## config.mk

```make
export PLATFORM = sky130hd
export DESIGN_NAME = clock_divider_prog
export DESIGN_NICKNAME = d
export VERILOG_FILES = /design/src/rtl/clock_divider_prog.sv
export SDC_FILE = /design/constraint.sdc
export NUM_CORES = 1
export LEC_CHECK = 0
export CORE_ASPECT_RATIO = 1.1
export CORE_MARGIN = 4
export CORE_UTILIZATION = 50
export CTS_CLUSTER_DIAMETER = 150
export CTS_CLUSTER_SIZE = 30
export DETAILED_ROUTE_END_ITERATION = 10
export DONT_BUFFER_PORTS = 1
export SLEW_MARGIN = 20
export SYNTH_ARGS = -nofsm -noshare
export SYNTH_HDL_FRONTEND = slang
export SYNTH_SLANG_ARGS = --single-unit
```

## constraint.sdc

```tcl
create_clock -name clk -period 9.1 [get_ports clk]
set_input_delay 0.455 -clock clk [delete_from_list [all_inputs] [get_ports clk]]
set_output_delay 0.455 -clock clk [all_outputs]
set_load 0.02 [all_outputs]
```

## src/rtl/clock_divider_prog.sv

```systemverilog
// Runtime-programmable multi-channel clock divider with glitch-free divisor updates at period boundaries.
// Optional global phase realign via sync_in when CLKDIV_SYNC_EN is defined.
module clock_divider_prog #(
  parameter int NUM_CH      = 4,
  parameter int DIV_W       = 16,
  parameter int DEFAULT_DIV = 2,
  parameter int CH_W        = (NUM_CH > 1) ? $clog2(NUM_CH) : 1
) (
  input  logic              clk,
  input  logic              rst,
  input  logic              wr_en,
  input  logic [CH_W-1:0]   wr_ch,
  input  logic [DIV_W-1:0]  wr_div,
  input  logic              sync_in,
  output logic [NUM_CH-1:0] clk_out,
  output logic [NUM_CH-1:0] tick,
  output logic [NUM_CH-1:0] pending
);

  localparam logic [DIV_W-1:0] ONE      = DIV_W'(1);
  localparam logic [DIV_W-1:0] RST_DIV  = DIV_W'(DEFAULT_DIV);

  // Number of low cycles in a period: ceil(n/2), computed without overflow at n = 2^DIV_W-1.
  function automatic logic [DIV_W-1:0] low_len(input logic [DIV_W-1:0] n);
    logic [DIV_W:0] s;
    s = {1'b0, n} + (DIV_W+1)'(1);
    return s[DIV_W:1];
  endfunction

  logic sync_hit;
`ifdef CLKDIV_SYNC_EN
  assign sync_hit = sync_in;
`else
  logic sync_unused;
  assign sync_unused = sync_in;
  assign sync_hit    = 1'b0;
`endif

  for (genvar i = 0; i < NUM_CH; i++) begin : g_ch
    logic [DIV_W-1:0] div_q, div_d;
    logic [DIV_W-1:0] cnt_q, cnt_d;
    logic [DIV_W-1:0] pdiv_q, pdiv_d;
    logic             pend_q, pend_d;
    logic             clk_q, clk_d;
    logic             tick_q, tick_d;
    logic             wr_sel;
    logic             last;

    // Out-of-range channel numbers match no channel and are dropped here.
    assign wr_sel = wr_en && (wr_ch == CH_W'(i));
    // A halted channel (div 0) sits on a boundary every cycle so a pending divisor applies at once.
    assign last   = (div_q == '0) || (cnt_q == div_q - ONE);

    always_comb begin
      div_d  = div_q;
      cnt_d  = cnt_q;
      pdiv_d = pdiv_q;
      pend_d = pend_q;
      if (sync_hit) begin
        cnt_d = '0;
        if (pend_q) begin
          div_d  = pdiv_q;
          pend_d = 1'b0;
        end
      end else if (last) begin
        cnt_d = '0;
        if (pend_q) begin
          div_d  = pdiv_q;
          pend_d = 1'b0;
        end
      end else begin
        cnt_d = cnt_q + ONE;
      end
      // A write landing on a boundary becomes the next pending value, after the old one applies.
      if (wr_sel) begin
        pdiv_d = wr_div;
        pend_d = 1'b1;
      end
      clk_d  = !sync_hit && (div_d != '0) && (cnt_d >= low_len(div_d));
      tick_d = !sync_hit && (div_d != '0) && (cnt_d == div_d - ONE);
    end

    always_ff @(posedge clk) begin
      if (rst) begin
        div_q  <= RST_DIV;
        cnt_q  <= '0;
        pend_q <= 1'b0;
        clk_q  <= 1'b0;
        tick_q <= 1'b0;
      end else begin
        div_q  <= div_d;
        cnt_q  <= cnt_d;
        pend_q <= pend_d;
        clk_q  <= clk_d;
        tick_q <= tick_d;
      end
    end

    // Pending divisor is only meaningful while pend_q is set, so it needs no reset.
    always_ff @(posedge clk) begin
      pdiv_q <= pdiv_d;
    end

    assign clk_out[i] = clk_q;
    assign tick[i]    = tick_q;
    assign pending[i] = pend_q;
  end

endmodule

```

==> flow_summary.yaml <==
cts:
  clock-sinks: 204
  cts_max_level: 1
  cts_tree: "done"
  clockRootBuffer: "clkbuf_16"
  insertion_delay_ns: 0.49
  cts_buffers: 10
  cts_resized: 0
  clk_pin_slew_worst_paths_ns: 0.12
  postCtsSetupBuffers: 0
  cts_hold_buffers: 0
  clockBufferDepth: 3
global_route:
  grt_pass1_vias: 13400
  antenna_found_initial: 0
  grt_max_degree: 125
  grt_remaining_overflow: 0
  grt_pass1_wl_um: 75000
  grtUsageTotal_pct: 25.4
critical_path:
  critPathCaptureType: "flop"
  cp.arrival_ns: 6.95
  crit_top_cell: "a21o_1"
  critical_path_class: "flop to flop"
  cp_data_required_time_ns: 9.48
  cp-start-kind: "flop"
  crit_family: "compound AO/OA/AOI/OAI gates"
  r2r_cells: 22
  path_max_fanout: 22
  slowest_delay_ns: 0.92
  critPathBufInv: 1
  cp.depth: 22
  path_cells: "nor4_1 -> and4_1 -> mux2i_1 -> nand4_1 -> o31ai_4 -> nand2_1 -> a21boi_1 -> inv_1 -> ha_1 -> xor2_1 -> ha_1 -> a21o_1 -> a21o_1 -> a21o_1 -> a21o_1 -> a21o_1 -> a21o_1 -> a21oi_1 -> nor2b_1 -> o2111ai_1 -> a21oi_1 -> o31a_1"
  slowest_stage: "nor4_1"
routing:
  first_iter_violations: 1093
  routedLengthMet1_um: 22000
  drtAntennaViolNets: 0
  dr.max_layer_used: "met4"
  drt-vias-per-instance: 6.17
  vias: 14300
  post-route-drc-count: 0
  wl_um: 47400
  routed-wl-met3_um: 2360
  firstDrtPassIters: 6
  wl_per_cell_um: 20.4
  wl_met2_um: 21700
run:
  maxCapViolCount: 0
cells_and_area:
  multi_input_area_um2: 11000
  fin_area_um2: 16900
  nets: 2005
  utilization_pct: 51.9
  areaGrowthSynthToFinish_pct: 2.23
  seq_area_um2: 4720
  drive_above_1_share_pct: 4.95
  final_cell_mix: "nor2_1, xnor2_1, dfxtp_1"
  final_cells: 2325
  antenna_cells: 0
  fillCellCount: 3206
  final_common_cell: "nor2_1"
timing:
  finClkSkew_ns: 0.0213
  rsz0062_at_grt: "false"
  relSlewSlack_pct: 27.2
  fin_crit_sh_pct: 72.2
  maxSlewViolCount: 0
  period_minus_slack_ns: 6.57
  setup_viol: 0
  hold_viol_final: 0
  tightest_slew_ns: 1.09
  max_freq_mhz: 152
  final.setup.tns_ns: 0
synth:
  synth_mux_area_share_pct: 4.81
  synth.net_count: 2106
  synthArstFlopShare_pct: 0
  synthXorXnorAreaFrac_pct: 13.3
  synth.top_cells.by_area: "dfxtp_1, edfxtp_1, xnor2_1"
  seq_area_frac_synth_pct: 28.7
  synth_fa_ha_area_share_pct: 6.68
  synth.top_cell.area_share_pct: 17.0
  synth.distinct_cells: 97
  syn-cell-area_um2: 16500
  synth_compound_gate_area_share_pct: 15.4
  yosys_warnings: 0
  synth_top_family_by_area: "simple AND/OR/NAND/NOR gates"
  netlist_instances: 1996
  synth_top_flop_cell: "dfxtp_1"
  synthSimpleGateAreaFrac_pct: 26.2
  synth_edf_count: 64
  synth_area_per_cell_um2: 8.26
  yosys_register_bits: 204
  synth_top_area_cell: "dfxtp_1"
power_and_ir_drop:
  powerDensity_nw_per_um2: 196
  totalPowerFinal_mw: 3.30
  power.leakage_nw: 6.14
  max-vdd-ir-drop_mv: 0.142
die:
  io_pins: 34
  core_area_um2: 32500
  fp.dieH_um: 198
  start_util_pct: 50.8
  die_w_um: 181
  die_area_um2: 35900
  placementRows: 69
placement:
  hpwl_um: 35700
  dpl_cell_area_um2: 16500
  gp_congestion: 0.915
  dp.cells: 2309
  io_buffers: 0
run_status:
  status: "finished clean"
worst_hold_path:
  whs_path_depth: 1
  min-delay-path-class: "input pin to flop"
-- layout make-up --
type	instances	area share [%]
Clock buffer	15	1.85
Clock inverter	1	0.0223
Inverter	58	1.29
Multi-Input combinational cell	1608	65.1
Sequential cell	204	28.0
Tap cell	426	3.16
Timing Repair Buffer	13	0.579
-- worst register-to-register path, stage by stage, from the launching register on --
cell and delay, ns:
dfxtp_1 0.47, nor4_1 0.93, and4_1 0.40, mux2i_1 0.21
nand4_1 0.26, o31ai_4 0.32, nand2_1 0.50, a21boi_1 0.64
inv_1 0.09, ha_1 0.29, xor2_1 0.19, ha_1 0.30
a21o_1 0.15, a21o_1 0.17, a21o_1 0.17, a21o_1 0.18
a21o_1 0.18, a21o_1 0.18, a21oi_1 0.14, nor2b_1 0.06
o2111ai_1 0.25, a21oi_1 0.11, o31a_1 0.27
-- final timing paths --
| kind | from | endpoint | slack (ns) |
|---|---|---|---|
| worst min register to register | g_ch[1].pend_q | g_ch[1].pend_q | 0.54 |
| worst min-delay path | rst | g_ch[2].div_q[0] | 0.03 |
| worst max register to register | g_ch[2].div_q[6] | g_ch[2].clk_q | 2.53 |
| worst max-delay path | g_ch[2].div_q[6] | g_ch[2].clk_q | 2.53 |
-- flip-flops by register name, indices dropped and copies added, names as in the netlist --
name         flops
g_ch.cnt_q      64
g_ch.pdiv_q     64
g_ch.tick_q      4
g_ch.pend_q      4
g_ch.div_q      64
g_ch.clk_q       4
-- stage by stage --
step | hold WS, ns | setup WS (ns)
finish | 0.0274 | 2.53
global route | 0.0159 | 2.01
detailed placement | 0.520 | 2.65
floorplan | 0.497 | 3.38
CTS | 0.0196 | 2.59
global placement | 0.503 | 2.68
-- routing by layer --
layer | up-vias | global-route usage [%]
li1 | 6967 | -
met1 | 6898 | 35.9
met2 | 404 | 42.1
met3 | 73 | 2.36
met4 | 0 | 6.48
met5 | - | 0
-- logic make-up (layout without fill, tap and decap cells) --
kind of cell | after synthesis | in the layout
compound gates | 356 | 356
xor+xnor | 248 | 248
fa+ha+maj | 88 | 88
buf+inv | 184 | 87
flops | 204 | 204
mux | 75 | 75
simple gates | 841 | 841
-- where the power goes --
group          switching, mW  internal (mW)
Sequential             0.117           1.01
Clock                  0.308          0.242
Combinational          0.955          0.677
-- cell usage after synthesis, drive strengths merged, types with 15 or more instances --
master	instances
ha	88
xor2	98
nand3	77
nor2	244
and3	39
xnor2	148
a31oi	21
nor3	122
a211oi	15
nand4	29
or3	20
a21oi	72
dfxtp	140
or2	16
edfxtp	64
buf	47
nand2b	25
a22oi	15
o21ai	50
inv	58
a21o	42
nor4	34
nor2b	26
clkbuf	79
mux2i	61
nand2	125
No activity file was read; power rests on OpenSTA's default activity.
